===== src/rtl/alu_pkg.sv =====
// Shared ALU definitions: op-code constants, result-entry layout and
// a helper that tells two-word results (MUL/DIV) from single-word ones.
package alu_pkg;

  localparam logic [3:0] OP_AND = 4'd4;
  localparam logic [3:0] OP_OR  = 4'd5;
  localparam logic [3:0] OP_ADD = 4'd6;
  localparam logic [3:0] OP_SUB = 4'd7;
  localparam logic [3:0] OP_SHL = 4'd8;
  localparam logic [3:0] OP_SHR = 4'd9;
  localparam logic [3:0] OP_MUL = 4'd10;
  localparam logic [3:0] OP_DIV = 4'd11;

  localparam int DATA_W  = 64;
  localparam int OP_W    = 4;
  localparam int ENTRY_W = DATA_W + OP_W;

  typedef struct packed {
    logic [OP_W-1:0] op;
    logic [31:0]     hi;
    logic [31:0]     lo;
  } z_entry_t;

  function automatic logic is_wide(
    input logic [OP_W-1:0] op
  );
    return (op == OP_MUL) || (op == OP_DIV);
  endfunction

endpackage


===== src/rtl/z_fifo_mem.sv =====
// Result storage: DEPTH x 68-bit register array, one write port at the
// tail address and an asynchronous read of the head address.
// Ports: clk, we, waddr, wdata, raddr, rdata.
module z_fifo_mem
  import alu_pkg::*;
#(
  parameter int DEPTH = 2,
  parameter int AW    = $clog2(DEPTH)
) (
  input  logic          clk,
  input  logic          we,
  input  logic [AW-1:0] waddr,
  input  z_entry_t      wdata,
  input  logic [AW-1:0] raddr,
  output z_entry_t      rdata
);

  // contents are don't-care after reset, so no reset on the array
  z_entry_t mem [DEPTH];

  always_ff @(posedge clk) begin
    if (we) begin
      mem[waddr] <= wdata;
    end
  end

  assign rdata = mem[raddr];

endmodule


===== src/rtl/z_result_stage.sv =====
// Z result stage: FIFO of ALU results (ZHI/ZLO + op) with valid/ready
// handshakes, bus word select and optional flags (macro Z_FLAGS_EN).
// Ports: clk, clr_n, c_lo_in, c_hi_in, op_in, in_valid, in_ready, flush,
//        out_valid, out_ready, sel_hi, sel_lo, bus_out, z_zero, z_neg,
//        count.
module z_result_stage
  import alu_pkg::*;
#(
  parameter int DEPTH = 2
) (
  input  logic                   clk,
  input  logic                   clr_n,
  input  logic [31:0]            c_lo_in,
  input  logic [31:0]            c_hi_in,
  input  logic [3:0]             op_in,
  input  logic                   in_valid,
  output logic                   in_ready,
  input  logic                   flush,
  output logic                   out_valid,
  input  logic                   out_ready,
  input  logic                   sel_hi,
  input  logic                   sel_lo,
  output logic [31:0]            bus_out,
  output logic                   z_zero,
  output logic                   z_neg,
  output logic [$clog2(DEPTH):0] count
);

  localparam int AW = $clog2(DEPTH);
  localparam int CW = AW + 1;
  localparam logic [CW-1:0] FULL = CW'(DEPTH);
  localparam logic [AW-1:0] PTR_ONE = AW'(1);
  localparam logic [CW-1:0] CNT_ONE = CW'(1);

  logic [AW-1:0] head_ptr;
  logic [AW-1:0] tail_ptr;
  logic          push;
  logic          pop;
  z_entry_t      wr_entry;
  z_entry_t      head;

  assign in_ready  = (count < FULL);
  assign out_valid = (count != '0);

  // flush drops both a same-cycle push and pop
  assign push = in_valid && in_ready && !flush;
  assign pop  = out_valid && out_ready && !flush;

  // single-word ops store HI as zero so no stale HI is ever visible
  always_comb begin
    wr_entry    = '0;
    wr_entry.op = op_in;
    wr_entry.lo = c_lo_in;
    wr_entry.hi = is_wide(op_in) ? c_hi_in : 32'h0;
  end

  z_fifo_mem #(
    .DEPTH (DEPTH),
    .AW    (AW)
  ) u_mem (
    .clk   (clk),
    .we    (push),
    .waddr (tail_ptr),
    .wdata (wr_entry),
    .raddr (head_ptr),
    .rdata (head)
  );

  always_ff @(posedge clk or negedge clr_n) begin
    if (!clr_n) begin
      head_ptr <= '0;
      tail_ptr <= '0;
      count    <= '0;
    end else if (flush) begin
      head_ptr <= '0;
      tail_ptr <= '0;
      count    <= '0;
    end else begin
      if (push) begin
        tail_ptr <= tail_ptr + PTR_ONE;
      end
      if (pop) begin
        head_ptr <= head_ptr + PTR_ONE;
      end
      unique case (1'b1)
        (push && !pop): count <= count + CNT_ONE;
        (pop && !push): count <= count - CNT_ONE;
        default: ;
      endcase
    end
  end

  // sel_hi outranks sel_lo; nothing driven when empty
  always_comb begin
    bus_out = 32'h0;
    if (out_valid) begin
      if (sel_hi) begin
        bus_out = head.hi;
      end else if (sel_lo) begin
        bus_out = head.lo;
      end
    end
  end

`ifdef Z_FLAGS_EN
  always_comb begin
    z_zero = 1'b0;
    z_neg  = 1'b0;
    if (out_valid) begin
      z_zero = ({head.hi, head.lo} == 64'h0);
      z_neg  = is_wide(head.op) ? head.hi[31] : head.lo[31];
    end
  end
`else
  logic unused_op;
  assign unused_op = ^head.op;
  assign z_zero    = 1'b0;
  assign z_neg     = 1'b0;
`endif

endmodule


===== config.mk =====
export PLATFORM = sky130hd
export DESIGN_NAME = z_result_stage
export DESIGN_NICKNAME = d
export VERILOG_FILES = /design/src/rtl/alu_pkg.sv /design/src/rtl/z_fifo_mem.sv /design/src/rtl/z_result_stage.sv
export SDC_FILE = /design/constraint.sdc
export NUM_CORES = 1
export LEC_CHECK = 0
export ABC_AREA = 1
export CAP_MARGIN = 25
export CORE_MARGIN = 3
export CORE_UTILIZATION = 34
export CTS_CLUSTER_SIZE = 28
export DETAILED_ROUTE_END_ITERATION = 10
export PLACE_DENSITY_LB_ADDON = 0.2
export SYNTH_ARGS = -nofsm -noshare
export SYNTH_HDL_FRONTEND = slang
export SYNTH_SLANG_ARGS = --single-unit

===== constraint.sdc =====
create_clock -name clk -period 3.65 [get_ports clk]
set_input_delay 0.5475 -clock clk [delete_from_list [all_inputs] [get_ports clk]]
set_output_delay 0.5475 -clock clk [all_outputs]
set_load 0.01 [all_outputs]

==> flow_metrics.tcl <==
set metrics [dict create \
    synth.distinct_cells 23 \
    synth-seq-area-share 0.715 \
    htreeDepth 4 \
    clock_latency_ps 410 \
    core_sq_um 15500 \
    setup_viol 0 \
    final_cells 755 \
    netlist_instances 424 \
    place_congestion 0.713 \
    required_ps 3100 \
    fmax_ghz 0.312 \
    worstMarginPinSlew_ps 872 \
    area_growth_pct 32.6 \
    rows 45 \
    path_cells "clkdlybuf4s50_1, inv_1, nor2_8, o21a_1, o21ai_0, a21oi_1, clkdlybuf4s50_1" \
    cts.repair.resized 0 \
    cts_buffer_depth 2 \
    path_class "in -> out" \
    slowest_delay_ps 590 \
    hpwl_mm 7.40 \
    ys_warn_count 0 \
    root_buffer "clkbuf_16" \
    ir_drop_mv 0.353 \
    dr_total_vias 3600 \
    final_nets 606 \
    io_pins 113 \
    tritoncts "built" \
    antenna_found_initial 0 \
    clk_pin_slew_ps 50 \
    power.density_nw_per_um2 601 \
    fin_crit_sh 0.877 \
    layout_commonest_cell "edfxtp_1" \
    worstHoldPathType "in -> async" \
    synth.avg_cell_area_sq_um 13.0 \
    routedWlPerCell_um 16.7 \
    grt_max_degree 66 \
    diodes 0 \
    die_w_um 133 \
    worstSetupStartpointType "input port" \
    leakagePower_uw 0.00255 \
    cts_hold_buf 0 \
    relSlewSlack 0.417 \
    hold_viol 0 \
    fillCellCount 1438 \
    max_cap_violations 0 \
    drc 0 \
    ant_nets 0 \
    port_buffers 109 \
    routed_via_density 4.77 \
    drive_gt1_frac 0.0735 \
    r2r_start "count[1]" \
    worstSetupStartpoint "sel_lo" \
    grt_pass1_wl_mm 19.9 \
    grt.overflow.total 0 \
    fin_crit_ps 3200 \
    dp.cells 723 \
    cts_buffers 17 \
    slowest_stage "clkdlybuf4s50_1" \
    setup.worst_path.end_class "output pin" \
    postCtsSetupBuffers 0 \
    cp_max_fo 33 \
    die_area_sq_um 17800 \
    setup-tns-final_ps 0 \
    status "finished clean" \
    mostFrequentLayoutCells "edfxtp_1, clkdlybuf4s50_1, o21a_1" \
    grt_usage 0.146 \
    totalWireLength_mm 12.6 \
    dr.pass1.iters 4 \
    rsz0062_at_grt "false" \
    clock_sinks 132 \
    crit_top_cell "clkdlybuf4s50_1" \
    reg2reg_depth 7 \
    drtIter0Drc 173 \
    die_h_um 133 \
    reg2reg_to "count[0]" \
    reg2reg_slack_ps 1760 \
    slew_viol_final 0 \
    start_util 0.355 \
    finClkSkew_ps 4.54 \
    syn-cell-area_sq_um 5520 \
    grt_pass1_vias 3820 \
    ys_ff_latch 132 \
    arrival_ps 2650 \
]
==> worst max-delay path: cells and delay by family <==
family                 cells  cell delay [ps]
AO/OA/AOI/OAI              3              480
buffers and inverters      3             1160
AND/OR/NAND/NOR            1              460
==> worst max path at each step <==
stage / to / slack (ps) / cells after the start
CTS: bus_out[23] / 450 / 7
finish: bus_out[27] / 450 / 7
floorplan: u_mem.mem[0][0] / 750 / 3
global placement: bus_out[27] / 440 / 7
global route: bus_out[27] / 350 / 7
detailed placement: bus_out[22] / 460 / 7
==> cells by family (layout without fill, tap and decap cells) <==
logic type | Yosys count | in the layout | share of synthesized area
compound gates | 161 | 161 | 0.175
flops | 132 | 132 | 0.715
buf+inv | 69 | 188 | 0.0608
simple gates | 61 | 61 | 0.0483
other cells | 1 | 2 | 0.000680
==> layer usage <==
metal  up-vias  GRT usage  wire, um
met3         6     0.0438       552
met1      1762      0.175      5410
met5         -          0         0
met4         0     0.0480       104
met2        86      0.251      6520
li1       1746          -         -
==> Yosys cell counts <==
master	n	area, sq um
a211oi_1	1	7.51
a21oi_1	34	170
buf_2	9	45.0
buf_4	2	15.0
buf_6	7	78.8
clkbuf_1	7	26.3
clkbuf_2	4	20.0
conb_1	1	3.75
dfrtp_1	4	100
edfxtp_1	128	3840
inv_1	38	143
inv_2	2	7.51
nand2_1	13	48.8
nand3_1	6	30.0
nand3b_1	1	7.51
nor2_1	37	139
nor2_4	1	11.3
nor2_8	1	20.0
nor3_1	2	10.0
o21a_1	62	465
o21ai_0	49	245
o21ai_1	14	70.1
o21bai_1	1	7.51
==> power breakdown <==
group | total, uW | switching (uW) | internal, uW | leakage, uW
clock network | 1500 | 580 | 917 | 0.000254
registers | 1870 | 47.9 | 1820 | 0.00124
logic | 1030 | 582 | 446 | 0.00106
total | 4390 | 1210 | 3180 | 0.00255
==> state kept, by name, summed over array words and instances (netlist names) <==
register,flops
count,2
tail_ptr,1
head_ptr,1
u_mem.mem,128
==> per-stage QoR <==
step / worst slack (ps) / hold slack, ps / utilization / total power [uW] / area [sq um]
6_report: 448 / 348 / 0.471 / 4390 / 7320
5_1_grt: 345 / 336 / 0.471 / 4620 / 7320
4_1_cts: 452 / 329 / 0.471 / 4460 / 7320
3_5_place_dp: 459 / 643 / 0.437 / 2950 / 6790
3_3_place_gp: 444 / 630 / 0.437 / 2940 / 6790
2_1_floorplan: 749 / 252 / - / 2430 / 5520
==> area by class of cell <==
class                      instances  area [sq um]  share of cell area
multi-input combinational        224          1250               0.172
inverter                          40           150              0.0205
clock inverter                    13          92.6              0.0127
clock buffer                      19           433              0.0592
tap                              211           264              0.0361
timing repair buffer             116          1180               0.161
sequential                       132          3950               0.539
No activity file was read; power rests on OpenSTA's default activity.
